===== src/rtl/mod_exp_seq_if.sv =====
// mod_exp_seq <-> mon_prod command, completion and operand-memory bus.
// master: the sequencer side; slave: the Montgomery product engine side.
interface mod_exp_seq_if #(
    parameter int ABITS      = 8,
    parameter int DBITS      = 256,
    parameter int LOG_BITLEN = 8
);
    logic                  mp_start;
    logic [1:0]            mp_op_code;
    logic [LOG_BITLEN:0]   mp_count;
    logic                  mp_stop;
    logic [ABITS-1:0]      mp_rd_addr;
    logic [DBITS-1:0]      mp_rd_data;
    logic                  mp_wr_en;
    logic [ABITS-1:0]      mp_wr_addr;
    logic [DBITS-1:0]      mp_wr_data;

    modport master (
        output mp_start,
        output mp_op_code,
        output mp_count,
        output mp_rd_data,
        input  mp_stop,
        input  mp_rd_addr,
        input  mp_wr_en,
        input  mp_wr_addr,
        input  mp_wr_data
    );

    modport slave (
        input  mp_start,
        input  mp_op_code,
        input  mp_count,
        input  mp_rd_data,
        output mp_stop,
        output mp_rd_addr,
        output mp_wr_en,
        output mp_wr_addr,
        output mp_wr_data
    );
endinterface


===== src/rtl/mod_exp_seq.sv =====
// Left-to-right square-and-multiply sequencer driving mon_prod,
// plus the 4-word operand memory that mon_prod reads and writes back.
module mod_exp_seq #(
    parameter int ABITS      = 8,
    parameter int DBITS      = 256,
    parameter int BITLEN     = 256,
    parameter int LOG_BITLEN = 8
) (
    input  logic                  clk,
    input  logic                  rst_n,
    input  logic                  go,
    input  logic [BITLEN-1:0]     exponent,
    input  logic [LOG_BITLEN:0]   exp_len,
    input  logic [LOG_BITLEN:0]   mp_iter,
    input  logic                  ld_en,
    input  logic [ABITS-1:0]      ld_addr,
    input  logic [DBITS-1:0]      ld_data,
    output logic                  busy,
    output logic                  done,
    output logic [DBITS-1:0]      result,
    mod_exp_seq_if.master         mp
);

    localparam int IW = $clog2(BITLEN);

    localparam logic [1:0] OPXX = 2'd0;
    localparam logic [1:0] OPXM = 2'd1;
    localparam logic [1:0] OPX1 = 2'd2;

    localparam logic [LOG_BITLEN:0] LEN_ONE = 1;
    localparam logic [IW-1:0]       IDX_ONE = 1;

    typedef enum logic [2:0] {
        S_IDLE,
        S_ISSUE,
        S_WAIT,
        S_ISSUE_FIN,
        S_WAIT_FIN,
        S_DONE
    } state_t;

    state_t            state;
    logic [BITLEN-1:0] exp_q;
    logic [IW-1:0]     idx;
    logic              stop_q;
    logic              fin;
    logic [DBITS-1:0]  mem [4];

    // Only addr[1:0] is decoded.
    logic unused;
    assign unused = ^{ld_addr[ABITS-1:2],
                      mp.mp_rd_addr[ABITS-1:2],
                      mp.mp_wr_addr[ABITS-1:2]};

    assign result = mem[0];

    // mon_prod write-back outranks a host load to the same word.
    always_ff @(posedge clk or negedge rst_n) begin
        if (!rst_n) begin
            for (int i = 0; i < 4; i++) begin
                mem[i] <= '0;
            end
        end else begin
            if (ld_en && !busy) begin
                mem[ld_addr[1:0]] <= ld_data;
            end
            if (mp.mp_wr_en) begin
                mem[mp.mp_wr_addr[1:0]] <= mp.mp_wr_data;
            end
        end
    end

    always_ff @(posedge clk or negedge rst_n) begin
        if (!rst_n) begin
            mp.mp_rd_data <= '0;
        end else begin
            mp.mp_rd_data <= mem[mp.mp_rd_addr[1:0]];
        end
    end

    // Edge detect so a stop still high from the last op is not a completion.
    always_ff @(posedge clk or negedge rst_n) begin
        if (!rst_n) begin
            stop_q <= 1'b0;
        end else begin
            stop_q <= mp.mp_stop;
        end
    end

    assign fin = mp.mp_stop & ~stop_q;

    always_ff @(posedge clk or negedge rst_n) begin
        if (!rst_n) begin
            state         <= S_IDLE;
            exp_q         <= '0;
            idx           <= '0;
            busy          <= 1'b0;
            done          <= 1'b0;
            mp.mp_start   <= 1'b0;
            mp.mp_op_code <= OPXX;
            mp.mp_count   <= '0;
        end else begin
            mp.mp_start <= 1'b0;
            done        <= 1'b0;
            unique case (state)
                S_IDLE: begin
                    if (go) begin
                        exp_q       <= exponent;
                        mp.mp_count <= mp_iter;
                        busy        <= 1'b1;
                        mp.mp_start <= 1'b1;
                        if (exp_len == '0) begin
                            mp.mp_op_code <= OPX1;
                            state         <= S_ISSUE_FIN;
                        end else begin
                            idx           <= IW'(exp_len - LEN_ONE);
                            mp.mp_op_code <= OPXX;
                            state         <= S_ISSUE;
                        end
                    end
                end
                S_ISSUE: begin
                    state <= S_WAIT;
                end
                S_WAIT: begin
                    if (fin) begin
                        mp.mp_start <= 1'b1;
                        if (mp.mp_op_code == OPXX && exp_q[idx]) begin
                            mp.mp_op_code <= OPXM;
                            state         <= S_ISSUE;
                        end else if (idx == '0) begin
                            mp.mp_op_code <= OPX1;
                            state         <= S_ISSUE_FIN;
                        end else begin
                            idx           <= idx - IDX_ONE;
                            mp.mp_op_code <= OPXX;
                            state         <= S_ISSUE;
                        end
                    end
                end
                S_ISSUE_FIN: begin
                    state <= S_WAIT_FIN;
                end
                S_WAIT_FIN: begin
                    if (fin) begin
                        done  <= 1'b1;
                        busy  <= 1'b0;
                        state <= S_DONE;
                    end
                end
                S_DONE: begin
                    state <= S_IDLE;
                end
                default: begin
                    state <= S_IDLE;
                end
            endcase
        end
    end

endmodule


===== src/flat_wrapper.sv =====
// flat-port wrapper written by rule: the top's interface ports become plain ports
module mod_exp_seq_flat 
#(
    parameter int ABITS      = 8,
    parameter int DBITS      = 256,
    parameter int BITLEN     = 256,
    parameter int LOG_BITLEN = 8
)
  (clk, rst_n, go, exponent, exp_len, mp_iter, ld_en, ld_addr, ld_data, busy, done, result, mp_mp_start, mp_mp_op_code, mp_mp_count, mp_mp_rd_data, mp_mp_stop, mp_mp_rd_addr, mp_mp_wr_en, mp_mp_wr_addr, mp_mp_wr_data);
  mod_exp_seq_if #(.ABITS(ABITS), .DBITS(DBITS), .LOG_BITLEN(LOG_BITLEN)) mp_i ();
  input  logic clk;
  input  logic rst_n;
  input  logic go;
  input  logic [BITLEN-1:0] exponent;
  input  logic [LOG_BITLEN:0] exp_len;
  input  logic [LOG_BITLEN:0] mp_iter;
  input  logic ld_en;
  input  logic [ABITS-1:0] ld_addr;
  input  logic [DBITS-1:0] ld_data;
  output logic busy;
  output logic done;
  output logic [DBITS-1:0] result;
  output wire logic [$bits(mp_i.mp_start)-1:0] mp_mp_start;
  output wire logic [$bits(mp_i.mp_op_code)-1:0] mp_mp_op_code;
  output wire logic [$bits(mp_i.mp_count)-1:0] mp_mp_count;
  output wire logic [$bits(mp_i.mp_rd_data)-1:0] mp_mp_rd_data;
  input wire logic [$bits(mp_i.mp_stop)-1:0] mp_mp_stop;
  input wire logic [$bits(mp_i.mp_rd_addr)-1:0] mp_mp_rd_addr;
  input wire logic [$bits(mp_i.mp_wr_en)-1:0] mp_mp_wr_en;
  input wire logic [$bits(mp_i.mp_wr_addr)-1:0] mp_mp_wr_addr;
  input wire logic [$bits(mp_i.mp_wr_data)-1:0] mp_mp_wr_data;
  assign mp_mp_start = mp_i.mp_start;
  assign mp_mp_op_code = mp_i.mp_op_code;
  assign mp_mp_count = mp_i.mp_count;
  assign mp_mp_rd_data = mp_i.mp_rd_data;
  assign mp_i.mp_stop = mp_mp_stop;
  assign mp_i.mp_rd_addr = mp_mp_rd_addr;
  assign mp_i.mp_wr_en = mp_mp_wr_en;
  assign mp_i.mp_wr_addr = mp_mp_wr_addr;
  assign mp_i.mp_wr_data = mp_mp_wr_data;
  mod_exp_seq #(.ABITS(ABITS), .DBITS(DBITS), .BITLEN(BITLEN), .LOG_BITLEN(LOG_BITLEN)) u_core (.clk(clk), .rst_n(rst_n), .go(go), .exponent(exponent), .exp_len(exp_len), .mp_iter(mp_iter), .ld_en(ld_en), .ld_addr(ld_addr), .ld_data(ld_data), .busy(busy), .done(done), .result(result), .mp(mp_i));
endmodule

===== config.mk =====
export PLATFORM = sky130hd
export DESIGN_NAME = mod_exp_seq_flat
export DESIGN_NICKNAME = d
export VERILOG_FILES = /design/src/rtl/mod_exp_seq_if.sv /design/src/rtl/mod_exp_seq.sv /design/src/flat_wrapper.sv
export SDC_FILE = /design/constraint.sdc
export NUM_CORES = 2
export LEC_CHECK = 0
export CORE_AREA = 2 2 516 518
export DETAILED_ROUTE_END_ITERATION = 10
export DIE_AREA = 0 0 518 520
export DONT_BUFFER_PORTS = 1
export PLACE_DENSITY = 0.47
export SLEW_MARGIN = 20
export SYNTH_ARGS = -nofsm -noshare
export SYNTH_HDL_FRONTEND = slang
export SYNTH_SLANG_ARGS = --single-unit

===== constraint.sdc =====
create_clock -name clk -period 4.75 [get_ports clk]
set_input_delay 0.95 -clock clk [delete_from_list [all_inputs] [get_ports clk]]
set_output_delay 0.95 -clock clk [all_outputs]
set_load 0.01 [all_outputs]

# ---- Word level (Yosys, flattened, before mapping)
# Index checks and enable logic that the tools add are counted.
dict set report word_totals {
  wordCells 92
  latch_bits 0
  romBits 0
  mem_bits_rw 0
  output_inout_bits 526
  mem_count 0
  reg_bits 1562
}
dict set report op_classes {
  order_cmp 6
  n_shift 0
  addsub 2
  div_mod_pow 0
  reduce_logical 16
  multipliers 0
  bitwise 5
  eq_ne 10
  muxes 39
}
# op count
set op_table {}
lappend op_table {{bitwise mux 1024 bit} 2}
lappend op_table {{two-way mux 1024 bit} 2}
lappend op_table {{demux 256 bit (select 2 bit)} 2}
lappend op_table {{two-way mux 256 bit} 4}
lappend op_table {{binary-select mux 256 bit (select 2 bit)} 1}
lappend op_table {{two-way mux 8 bit} 5}
lappend op_table {{one-hot mux 8 bit (2 select lines)} 1}
lappend op_table {{subtractor 8 x 1 -> 8 bit (second input constant)} 2}
lappend op_table {{one-hot mux 3 bit (5 select lines)} 1}
lappend op_table {{two-way mux 2 bit} 7}
lappend op_table {{two-way mux 3 bit} 4}
lappend op_table {{greater-or-equal comparator 3 bit (second input constant)} 3}
lappend op_table {{logical NOT 9 bit} 1}
lappend op_table {{less-than comparator 8 x 9 -> 1 bit (second input constant)} 1}
lappend op_table {{inverter 2 -> 3 bit} 3}
lappend op_table {{AND reduction 3 bit} 3}
lappend op_table {{binary-select mux 1 bit (select 8 bit)} 1}
lappend op_table {{logical NOT 8 bit} 1}
lappend op_table {{!= test 2 bit (second input constant)} 4}
lappend op_table {{equality test 3 x 2 -> 1 bit (second input constant)} 2}
lappend op_table {{less-than comparator 3 x 1 -> 1 bit (second input constant)} 2}
lappend op_table {{two-way mux 1 bit} 6}
lappend op_table {{AND reduction 6 bit} 1}
lappend op_table {{logical AND 1 bit} 4}
lappend op_table {{12 further kinds} 15}

# ---- Longest topological paths before layout
dict set report logic_depth {
  depth_word 9
  mapped_depth 12
}

# ---- Worst setup path before layout
# No wires, ideal clock.
dict set report synth_timing {
  path_kind {register to register}
  from {reg u_core.idx[0]}
  to {reg u_core.idx[4]}
  path_buffers 2
  path_stages_with_launch 11
  t_required_ns 4.624
  arrival_time_ns 2.667
  path_slack_ns 1.956
  cell_sequence {dfrtp_1 > buf_6 > buf_12 > mux4_2 > o22ai_1 > a211oi_1 > or4_1 > a221oi_2 > nor4b_2 > a211o_1 > a221o_1}
}
dict set report synth_via {
  elab_chain_cells 5
  elab_cells_between_ends 12
  cone_classes {1 x add/sub; 2 x eq/ne; 6 x mux; 3 x reduce/logical}
}
# element line_no
set synth_lines {}
lappend synth_lines {{start, declared} mod_exp_seq.sv:44} ;# logic [IW-1:0] idx;
lappend synth_lines {{start signal, assigned} mod_exp_seq.sv:116} ;# idx <= IW'(exp_len - LEN_ONE);
lappend synth_lines {{start signal, assigned} mod_exp_seq.sv:135} ;# idx <= idx - IDX_ONE;
lappend synth_lines {{binary-select mux 1 bit (select 8 bit) or subtractor 8 x 1 -> 8 bit (tied branches)} {mod_exp_seq.sv:128, mod_exp_seq.sv:135}}
lappend synth_lines {{two-way mux 1 bit (not written as such) or two-way mux 8 bit (tied branches)} {mod_exp_seq.sv:128, mod_exp_seq.sv:131}}
lappend synth_lines {{logical AND 1 bit or two-way mux 8 bit (tied branches)} mod_exp_seq.sv:128} ;# if (mp.mp_op_code == OPXX && exp_q[idx]) begin
lappend synth_lines {{!= test 2 bit (no source line) or two-way mux 8 bit (tied branches)} -}
lappend synth_lines {{AND reduction 6 bit (no source line) or one-hot mux 8 bit (2 select lines) (tied branches)} -}
# Several ways; a longest one is shown, not always the timed one. The select of a mux whose other input is x is not followed.
# A chain may end at the register's enable or synchronous reset.

# ---- Final worst setup path
dict set report layout_timing {
  from {reg u_core.idx[1]}
  to {reg u_core.idx[4]}
}
# Same word-level chain as after synthesis.

==> results.cfg <==
[worst_setup_path]
crit_path_max_incr_delay_ps = 810
r2r-end = u_core.idx[4]
r2r_cells = 8
crit_chain = mux4_1 -> mux2i_1 -> a211oi_1 -> or4_1 -> a221oi_2 -> nor4b_2 -> a211o_1 -> a221o_1
required_ps = 5440
cp_slowest_cell = dfrtp_2
cp_max_fo = 26
cpLargestDelayFamily = compound AO/OA/AOI/OAI gates
path_buf_inv = 0
critPathArrivalTime_ps = 4390
cp_num_cells = 8
rr_startpoint = u_core.idx[1]
critPathCaptureType = register
worstSetupStartpoint = u_core.idx[1]
crit_path_end = u_core.idx[4]
crit_type = reg -> reg
r2r_setup_slack_ps = 1050
cp-start-kind = register

[timing]
setup_tns_ps = 0
whs_ps = 105.4
setup_violations = 0
maxClockFrequency_ghz = 0.2701
min_period_over_period_pct = 77.94
finalHoldViolations = 0
finClkSkew_ps = 61.30
worst_slew_pin_slew_ps = 1351
rsz0062_at_grt = no
drv_slew = 0
slew_headroom_pct = 9.925
layout_min_cycle_time_ps = 3702

[floorplan]
start_util_pct = 27.96
rows = 189
die_w_um = 518
die_h_um = 520
dieArea_um2 = 269400
core_region_area_um2 = 263900
ios = 1342

[clock_network]
h-tree-depth = 4
post_cts_buffers = 0
path_clk_slew_ps = 60
clk_latency_ps = 860
cts_root_buf = clkbuf_16
ctsHoldBuffers = 0
clockBufferDepth = 4
cts-buffers-inserted = 184
cts_tree = yes
cts.sinks = 1562
post_cts_resized = 0

[drt]
first_pass_iters = 6
first_iter_violations = 3355
wl_per_cell_um = 28.25
num_vias = 47420
ant_nets = 0
viasPerCell = 5.031
routed_wl_um = 266300
drcViolationCount = 0

[final_layout]
fin_nets = 6549
syn2layout_area_growth_pct = 11.07
final_layout_size_suffix_gt1_share_pct = 16.67
fillers = 26800

[logic_synthesis]
syn_area_per_cell_um2 = 11.99
async_reset_ff_share_pct = 100.0
yosys.cell_types.count = 75
synth_top_area_share_pct = 52.97
yosys-top-cells-count = 1562 x dfrtp_1, 1041 x mux2i_1, 539 x nor2_1, 536 x nand2_1, 519 x o21ai_0
yosysMostFrequentCell = dfrtp_1
ys_seq_area_share_pct = 52.97
syn-cell-area_um2 = 73790
synth_edf_count = 0
syn_inst = 6155
synth-main-ff-cell = dfrtp_1
synth_seq_cells = 1562
synth_top_area_cell = dfrtp_1
ys_warn_count = 0
synthesis.nets = 6972
synth.area.top_cells = dfrtp_1 53%, mux2i_1 14%, mux4_2 9.1%

[global_routing]
grt_usage_pct = 19.17
antenna_found_initial = 68
grt_pass1_wl_um = 379000
grt_max_degree = 257
overflow = 0
grt_pass1_vias = 48130

[hold_path]
worst_hold_path_type = in -> async

[placed_design]
portBuffers = 0
dp_hpwl_um = 185600
place_congestion = 0.8435

[run]
maxCapViolations = 0

[pwr]
cellLeakagePower_nw = 32.52
power.density_nw_per_um2 = 571.3
vdd_drop_max_mv = 0.3843

[status]
status = finished, final reports clean
## per-layer routing
layer  track usage, %  share of wire, %  vias to the layer above
met5                0              0.17                        -
met4            7.145               4.2                       64
met3            7.888               9.9                      448
met2            32.70                49                     1794
met1            21.31                37                    24240
li1                 -                 -                    20880
## stage by stage
stage          std cells  setup slack, ps  utilization [%]  power [mW]  instance area, um^2
2_1_floorplan       6155             1956                -       29.49                73790
3_3_place_gp        9079            980.1            28.77       32.68                75930
3_5_place_dp        9079             1012            28.77       33.06                75930
4_1_cts             9401            965.5            31.03       47.43                81900
5_1_grt             9410            946.8            31.04       49.16                81920
6_report            9425             1048            31.06       46.82                81960
## cells in the final DEF, fill, tap and decap left out, drive strengths merged, types with 6 or more instances in the layout
master,n
inv,9
clkbuf,275
mux2,271
dfrtp,1562
o311ai,6
buf,109
diode,24
clkinv,34
nor3,10
a31oi,6
mux4,314
bufinv,6
nand2,536
mux2i,1041
nand3,10
a21oi,515
nor2b,9
o21ai,519
nor2,539
a22oi,7
## final cells by class
cell class / count / area (um^2) / area share, %
tap: 3533 / 4420 / 5.394
sequential: 1562 / 39090 / 47.70
timing repair buffer: 109 / 1514 / 1.847
multi-input combinational: 3869 / 30880 / 37.68
clock buffer: 275 / 5450 / 6.650
antenna: 24 / 60.06 / 0.07328
clock inverter: 47 / 516.7 / 0.6305
inverter: 6 / 22.52 / 0.02748
## registers in the layout, summed over array words and instances (netlist names)
name                  count
u_core.mem              768
u_core.exp_q            256
u_core.mp.mp_rd_data    256
u_core.result           256
u_core.mp.mp_count        9
u_core.idx                8
u_core.state              3
u_core.mp.mp_op_code      2
u_core.busy               1
u_core.done               1
u_core.mp.mp_start        1
u_core.stop_q             1
## worst reg2reg max path: stages (launching register included)
cell      delay, ps
dfrtp_2         810
mux4_1          430
mux2i_1         460
a211oi_1        140
or4_1           600
a221oi_2        310
nor4b_2         150
a211o_1         300
a221o_1         340
## report_power, final
part	total [mW]	leakage (nW)	switching (mW)	internal [mW]
registers	22.8	18.2	4.92	17.9
clock network	14.2	2.94	5.91	8.25
logic	9.89	11.3	4.35	5.54
## cells by family after synthesis
group                    Yosys count  share of synthesized area, %
XOR/XNOR                           5                       0.05935
adder cells (fa/ha/maj)            1                       0.01695
buffers and inverters            724                         5.248
flip-flops                      1562                         52.97
AO/OA/AOI/OAI                   1096                         7.719
AND/OR/NAND/NOR                 1141                         6.064
multiplexers                    1626                         27.92
## worst min path at each step
stage / from / slack [ps] / to
2_1_floorplan: u_core.exp_q[105] / 470 / u_core.exp_q[105]
3_3_place_gp: u_core.exp_q[171] / 480 / u_core.exp_q[171]
3_5_place_dp: u_core.exp_q[171] / 490 / u_core.exp_q[171]
4_1_cts: mp_mp_stop / 40 / u_core.stop_q
5_1_grt: mp_mp_stop / 60 / u_core.stop_q
6_report: rst_n / 110 / u_core.exp_q[68]
Note: power is estimated with default switching activity, not from simulation.
